--- config.mk ---
export PLATFORM = sky130hd
export DESIGN_NAME = ret_addr_stack
export DESIGN_NICKNAME = d
export VERILOG_FILES = /design/src/rtl/ret_addr_stack.sv
export SDC_FILE = /design/constraint.sdc
export NUM_CORES = 1
export LEC_CHECK = 0
export ABC_AREA = 1
export CAP_MARGIN = 0
export CORE_MARGIN = 5
export CORE_UTILIZATION = 66
export CTS_BUF_LIST = sky130_fd_sc_hd__clkbuf_8
export DETAILED_ROUTE_END_ITERATION = 6
export DONT_BUFFER_PORTS = 1
export GPL_ROUTABILITY_DRIVEN = 1
export MAX_ROUTING_LAYER = met4
export PLACE_DENSITY = 0.82
export SLEW_MARGIN = 10
export SYNTH_ARGS = -nofsm -noshare
export SYNTH_HDL_FRONTEND = slang
export SYNTH_SLANG_ARGS = --single-unit
--- constraint.sdc ---
create_clock -name clk -period 3.02 [get_ports clk]
set_clock_uncertainty 0.2 [all_clocks]
set_input_delay 0.151 -clock clk [delete_from_list [all_inputs] [get_ports clk]]
set_output_delay 0.151 -clock clk [all_outputs]
set_load 0.05 [all_outputs]
--- src/rtl/ret_addr_stack.sv ---
// Return-address stack: LIFO of CALL return addresses (pc_in + 1) with a
// registered pop output, fill level and sticky overflow/underflow flags.
module ret_addr_stack #(
  parameter int AW    = 8,
  parameter int DEPTH = 8,
  parameter int CW    = 4
) (
  input  logic          clk,
  input  logic          rst,
  input  logic          call,
  input  logic          ret,
  input  logic [AW-1:0] pc_in,
  input  logic          clr_err,
  output logic [AW-1:0] top,
  output logic [AW-1:0] ret_pc,
  output logic          ret_valid,
  output logic [CW-1:0] count,
  output logic          empty,
  output logic          full,
  output logic          ovf,
  output logic          unf
);

  localparam int IW = (DEPTH > 1) ? $clog2(DEPTH) : 1;

  logic [AW-1:0] mem [DEPTH];
  logic [IW-1:0] top_idx;
  logic [IW-1:0] wr_idx;
  logic [AW-1:0] push_val;
  logic [CW-1:0] count_nxt;
  logic          do_pop;
  logic          do_swap;
  logic          do_push;
  logic          wr_en;
  logic          ovf_set;
  logic          unf_set;

  assign empty    = (count == '0);
  assign full     = (count == CW'(DEPTH));
  assign top_idx  = IW'(count - CW'(1));
  assign top      = empty ? '0 : mem[top_idx];
  assign push_val = pc_in + AW'(1);

  // Simultaneous call/ret on a non-empty stack replaces the top in place.
  assign do_pop   = ret && !empty;
  assign do_swap  = call && do_pop;
  assign do_push  = call && !ret && !full || call && ret && empty;
  assign wr_en    = do_push || do_swap;
  assign wr_idx   = do_swap ? top_idx : IW'(count);
  assign ovf_set  = call && !ret && full;
  assign unf_set  = ret && empty;

  always_comb begin
    count_nxt = count;
    if (do_push)
      count_nxt = count + CW'(1);
    else if (do_pop && !do_swap)
      count_nxt = count - CW'(1);
  end

  always_ff @(posedge clk) begin
    if (rst) begin
      count     <= '0;
      ret_pc    <= '0;
      ret_valid <= 1'b0;
      ovf       <= 1'b0;
      unf       <= 1'b0;
    end else begin
      count     <= count_nxt;
      ret_valid <= do_pop;
      if (do_pop)
        ret_pc <= top;
      ovf <= (ovf && !clr_err) || ovf_set;
      unf <= (unf && !clr_err) || unf_set;
    end
  end

  // Entry storage is never cleared; only the write strobe is reset-gated.
  always_ff @(posedge clk) begin
    if (!rst && wr_en)
      mem[wr_idx] <= push_val;
  end

endmodule

==> metrics.csv, run 1 <==
metric,value,unit
status,"finished, violations left",
failing checks,negative hold slack,
CP max stage cell,dlygate4sd3_1,
Synth-to-Final Area Change,12.2,%
Power Total,4.58,mW
CTS tree,built,
Tcrit/Tclk final,0.945,
Placed Instances,456,
CTS buffer count,9,
Area contributors post-synth,"edfxtp_1 (52%), nand2_1 (9.3%), dfxtp_1 (8.2%)",
Crit path max-delay family,buffers and inverters,
Post-synth EDFFs,64,
post-route DRC violation count,0,
Worst-Skew Late Latency,0.35,ns
Synth top cells by count,"nand2_1 (91), inv_1 (65), edfxtp_1 (64)",
synthesized area per cell,9.41,um2
Netlist Area Pre-Place,3660,um2
Worst Path Arrival,2.94,ns
Max Buffers Root-to-Sink,2,
top cell type by total area after synthesis,edfxtp_1,
Via-to-Cell Ratio,5.42,
routed len/inst,15.8,um
maxcap violations,0,
die height,84.5,um
relative slew slack,0.476,
H-tree depth,3,
share of post-route cells with drive strength above 1,0.0954,
Sink Count,79,
most frequent cell after synthesis,nand2_1,
Leak,1.78,nW
Post-Layout Cell Count,481,
YS warnings,0,
Worst Hold Class,in2reg,
Core Area,5440,um2
Peak VDD IR,0.767,mV
initial antenna violation count,0,
vias post-DR,2607,
Max Transition Viols Final,0,
Max stage delay on crit path,0.59,ns
worst path cell trace,"inv_1, ha_2, inv_1, nor2_1, nand2_1, nand3_2, nand3_1, dlygate4sd3_1, a21oi_1, dlygate4sd3_1",
Die X,84.5,um
drt pass-1 iters,5,
total die area,7140,um2
Critical Path Fanout Max,7,
final hold vios,4,
Crit. path cell count,10,
nets@finish,420,
CTS root buf,clkbuf_8,
setup_tns,0,ns
share of Yosys cell area claimed by the top area cell type,0.525,
GRT Overall Usage,0.234,
IO Count,38,
final WL,7.60,mm
"Seq/Total Area, Yosys",0.607,
worst hold slack,-0.00381,ns
final setup fails,0,
CP Capture Type,flop,
Setup crit start kind,flop,
FP Rows,27,
Critical Path RT,3.11,ns
synthesized instance count,389,
"Distinct cells, synth",29,
Worst-Margin Slew,0.784,ns
Routed Antenna Nets,0,
ANT cells,0,
R2R depth,10,
GP Congestion,0.934,
"Top FF cell, synth",edfxtp_1,
vias in the first global route,2515,
Worst Setup Path Type,reg2reg,
grt total ovfl,0,
Initial Util,0.673,
RSZ-0062 raised after global routing,no,
Max Freq,0.350,GHz
Synth async-reset ratio,0,
Detailed Route Iter0 Violations,270,
largest net degree at the start of global routing,39,
clk slew on worst S/H paths,0.08,ns
Worst Hold Path Cells,1,
CP bufs+invs,4,
Final min period,2.85,ns
power per standard cell area,1120,nW/um2
# port buffers,0,
hpwl dp,5.15,mm
Post-Syn Nets,405,
Yosys reg bits,79,
global-route wire length before repair,12.4,mm
power by group:
part           internal, mW  switching, mW  total [mW]
Sequential             1.32          0.239        1.56
Combinational         0.501           1.50        2.00
Clock                 0.635          0.387        1.02
Total                  2.46           2.12        4.58
metal layers:
layer  global-route usage  vias up  part of all wire
met5                    -        -                 0
met4               0.0978        0             0.026
li1                     -     1279                 -
met3               0.0638       19             0.084
met2                0.342      111              0.46
met1                0.311     1198              0.43
path summary, 6_finish.rpt:
check | slack [ns] | startpoint | to
hold / removal | -0.004 | pc_in[6] | mem[2][6]
setup / recovery | 0.17 | count[1] | count[1]
setup reg to reg | 0.17 | count[1] | count[1]
hold reg to reg | 0.50 | mem[2][7] | ret_pc[7]
through the flow:
| step | instance area (um2) | util | setup slack, ns |
|---|---|---|---|
| CTS | 4110 | 0.755 | 0.242 |
| detailed placement | 3750 | 0.689 | 0.475 |
| finish | 4110 | 0.756 | 0.166 |
| global route | 4110 | 0.756 | 0.000864 |
| floorplan | 3660 | - | -0.00821 |
| global placement | 3750 | 0.689 | 0.628 |
sequential cells by signal, indices dropped and copies added (netlist names):
register,cells
ovf,1
ret_pc,8
mem,64
count,4
unf,1
ret_valid,1
cells by family after synthesis:
kind of cell / share of synthesized area
compound gates: 0.0454
xor+xnor: 0.0263
flops: 0.607
simple gates: 0.218
fa+ha+maj: 0.0103
buf+inv: 0.0936
area by class of cell:
class / count / area, um2
multi-input combinational: 228 / 1100
clock buffer: 9 / 124
clock inverter: 7 / 145
tap: 72 / 90.1
sequential: 79 / 2220
fill: 354 / 1330
timing repair buffer: 18 / 170
inverter: 68 / 255
timing repair:
item | CTS | global route
endpoints found under the hold margin | 23 | 0
hold buffers | 9 | 0
setup buffers | 0 | 0
resized for setup | 0 | 1
setup endpoints to repair | 0 | 1
cells in the final DEF, fill, tap and decap left out, types with 2 or more instances in the layout:
master         instances
bufinv_16              4
nand3_1               50
dfxtp_1               14
nor2_2                 3
o21ai_0               15
nand2_1               91
inv_1                 65
edfxtp_1              64
a21oi_1               11
xor2_1                 8
nor3_1                 3
inv_2                  2
nand2_2                2
ha_1                   2
nor2_1                28
dlygate4sd3_1          9
xnor2_1                3
o21ai_1                4
clkbuf_8               9
clkinv_4               2
buf_4                  8
No activity file was read; power rests on OpenSTA's default activity.
==> inputs of run 2 (changes only) <==
--- a/config.mk
+++ b/config.mk
@@ -8,13 +8,15 @@
 export ABC_AREA = 1
 export CAP_MARGIN = 0
 export CORE_MARGIN = 5
-export CORE_UTILIZATION = 66
+export CORE_UTILIZATION = 67
 export CTS_BUF_LIST = sky130_fd_sc_hd__clkbuf_8
 export DETAILED_ROUTE_END_ITERATION = 6
 export DONT_BUFFER_PORTS = 1
 export GPL_ROUTABILITY_DRIVEN = 1
 export MAX_ROUTING_LAYER = met4
-export PLACE_DENSITY = 0.82
+export PLACE_DENSITY = 0.83
+export REMOVE_ABC_BUFFERS = 1
+export SKIP_LAST_GASP = 1
 export SLEW_MARGIN = 10
 export SYNTH_ARGS = -nofsm -noshare
 export SYNTH_HDL_FRONTEND = slang
==> constraint.sdc (replaced) <==
create_clock -name clk -period 3.7 [get_ports clk]
set_clock_uncertainty 0.2 [all_clocks]
set_input_delay 0.185 -clock clk [delete_from_list [all_inputs] [get_ports clk]]
set_output_delay 0.185 -clock clk [all_outputs]
set_load 0.05 [all_outputs]
==> run 2 against run 1 <==
Effect of this change: the flow now finishes without violations; combinational power shrank 21%; via count grew 5.3%; clock power shrank 26%; sequential share of layout area grew 1.3 points; worst hold slack gained 0.023 ns; utilization shrank 1.3 points; cell count shrank 1.0%; critical path type unchanged; critical endpoint is now mem[7][6].
==> metrics.csv, run 2 (same netlist as run 1, synthesis figures left out) <==
metric,value,unit,change
Final min period,2.90,ns,was 2.85 ns
Int Power,1.88,mW,was 2.46 mW
Critical Path RT,3.48,ns,was 3.11 ns
Worst Hold End,count[1],,was mem[2][6]
Worst Hold Path Cells,4,,was 1
die height,83.9,um,was 84.5 um
Post-Layout Cell Count,476,,was 481
GP Congestion,0.878,,was 0.934
Sink Count,79,,unchanged
relative slew slack,0.408,,was 0.476
hold path start,call,,was pc_in[6]
Sw Pwr,1.74,mW,was 2.12 mW
GRT Overall Usage,0.262,,was 0.234
Routed Antenna Nets,0,,unchanged
IO Count,38,,unchanged
Seq pwr share,0.355,,was 0.341
grt total ovfl,0,,unchanged
RSZ-0062 raised after global routing,no,,unchanged
R2R depth,10,,unchanged
Setup crit start kind,flop,,unchanged
final setup fails,0,,unchanged
Max Buffers Root-to-Sink,2,,unchanged
Placed Instances,454,,was 456
max reg flops,64,,unchanged
CTS tree,built,,unchanged
Sw Share,0.482,,was 0.464
Initial Util,0.678,,was 0.673
vias in the first global route,2672,,"was 2,515"
post-route DRC violation count,0,,unchanged
final WL,8.56,mm,was 7.60 mm
power per standard cell area,902,nW/um2,was 1120 nW/um2
"commonest cells after routing, fill and taps aside","nand2_1 (91), inv_1 (65), edfxtp_1 (64)",,unchanged
nets@finish,415,,was 420
status,"finished, final reports clean",,"was finished, violations left"
"most common cell after layout, fill and taps aside",nand2_1,,unchanged
top flop regs,"mem x64, ret_pc x8, count x4",,unchanged
Die X,83.9,um,was 84.5 um
ANT cells,0,,unchanged
fin worst setup slack,0.801,ns,was 0.166 ns
vias post-DR,2745,,"was 2,607"
Worst Hold Class,in2reg,,unchanged
Max Freq,0.345,GHz,was 0.350 GHz
Worst Setup Path Type,reg2reg,,unchanged
total die area,7040,um2,was 7140 um2
initial antenna violation count,0,,unchanged
worst reg2reg path endpoint,mem[7][6],,was count[1]
CTS buffer count,9,,unchanged
Core Area,5410,um2,was 5440 um2
Largest Register,mem,,unchanged
Reg2Reg Setup Slack,0.80,ns,was 0.17 ns
maxcap violations,0,,unchanged
Leak,1.74,nW,was 1.78 nW
routed len/inst,18.0,um,was 15.8 um
Clk pwr share,0.208,,was 0.223
hpwl dp,5.46,mm,was 5.15 mm
# port buffers,0,,unchanged
final hold vios,0,,was 4
CTS root buf,clkbuf_8,,unchanged
clk slew on worst S/H paths,0.08,ns,about the same
global-route wire length before repair,13.5,mm,was 12.4 mm
Via-to-Cell Ratio,5.77,,was 5.42
drt pass-1 iters,5,,unchanged
Synth-to-Final Area Change,9.60,%,was 12.2%
CP Capture Type,flop,,unchanged
CTS resizes,0,,unchanged
H-tree depth,3,,unchanged
Max Transition Viols Final,0,,unchanged
Detailed Route Iter0 Violations,235,,was 270
Worst-Margin Slew,0.885,ns,was 0.784 ns
DP Worst Slack,0.893,ns,was 0.475 ns
FP Rows,27,,unchanged
Peak VDD IR,0.719,mV,was 0.767 mV
Worst-Skew Late Latency,0.34,ns,was 0.35 ns
Combinational Power Share,0.437,,was 0.436
Tcrit/Tclk final,0.783,,was 0.945
Worst Path Arrival,2.68,ns,was 2.94 ns
share of post-route cells with drive strength above 1,0.0842,,was 0.0954
largest net degree at the start of global routing,39,,unchanged
RR Startpoint,count[1],,unchanged
Critical Path Fanout Max,8,,was 7
## run 2: changes by cell type in the layout (fill, tap and decap cells not counted)
cell	change
dlygate4sd3_1	-3
clkinv_2	+2
clkinv_4	-2
buf_12	-1
buf_4	-1
bufinv_16	-1
clkinv_1	+1
ha_1	+1
ha_2	-1
nor2_1	+1
nor2_2	-1
## run 2: critical path, stage by stage (launching register included)
cell and delay [ns]:
dfxtp_1 0.32, buf_4 0.22, inv_1 0.10, ha_1 0.25, inv_1 0.07, nor2_1 0.05, nand2_1 0.13, nand3_2 0.18
a21oi_2 0.22, nand2_1 0.15, nor2_1 0.62
## run 2: worst max path at each step
stage,start,end,slack [ns],cells past startpoint
final,count[1],mem[7][6],0.80,10
after global placement,count[1],mem[0][4],1.00,10
after floorplan,count[0],top[7],-0.53,8
after CTS,count[1],mem[7][4],0.85,10
after global routing,count[1],mem[7][4],0.62,10
after detailed placement,count[1],mem[7][6],0.89,10
## run 2: through the flow
stage / power (mW) / setup TNS (ns) / hold slack (ns) / area (um2) / utilization
after CTS: 3.61 / 0 / 0.00521 / 4010 / 0.743
after floorplan: 2.49 / -13.23 / 0.0541 / 3570 / -
after global routing: 3.79 / 0 / 0.00668 / 4010 / 0.743
final: 3.62 / 0 / 0.0196 / 4010 / 0.743
after global placement: 2.83 / 0 / 0.0576 / 3720 / 0.688
after detailed placement: 2.85 / 0 / 0.0637 / 3720 / 0.688
## run 2: metal layers
layer / wire length, um / GRT usage / up-vias
li1: - / - / 1273
met1: 3350 / 0.318 / 1311
met2: 4330 / 0.427 / 131
met3: 600 / 0.0484 / 30
met4: 280 / 0.121 / 0
met5: 0 / - / -
## run 2: final cells by class
class                           count  area [um2]
Clock buffer                        9         124
Timing Repair Buffer               13         113
Multi-Input combinational cell    228        1100
Fill cell                         372        1390
Sequential cell                    79        2220
Inverter                           68         255
Clock inverter                      7         111
Tap cell                           72        90.1
## run 2: power groups by stage
stage          logic [mW]  registers, mW  clock network (mW)
2_1_floorplan        1.12           1.37                   0
3_3_place_gp         1.52           1.30                   0
3_5_place_dp         1.54           1.31                   0
4_1_cts              1.57           1.29               0.757
5_1_grt              1.71           1.30               0.790
6_report             1.58           1.29               0.752
## run 2: repair_timing
action,4_1_cts,5_1_grt
hold buffers,6,0
hold endpoints to repair,4,0
setup buffers,0,0
setup endpoints to repair,0,0
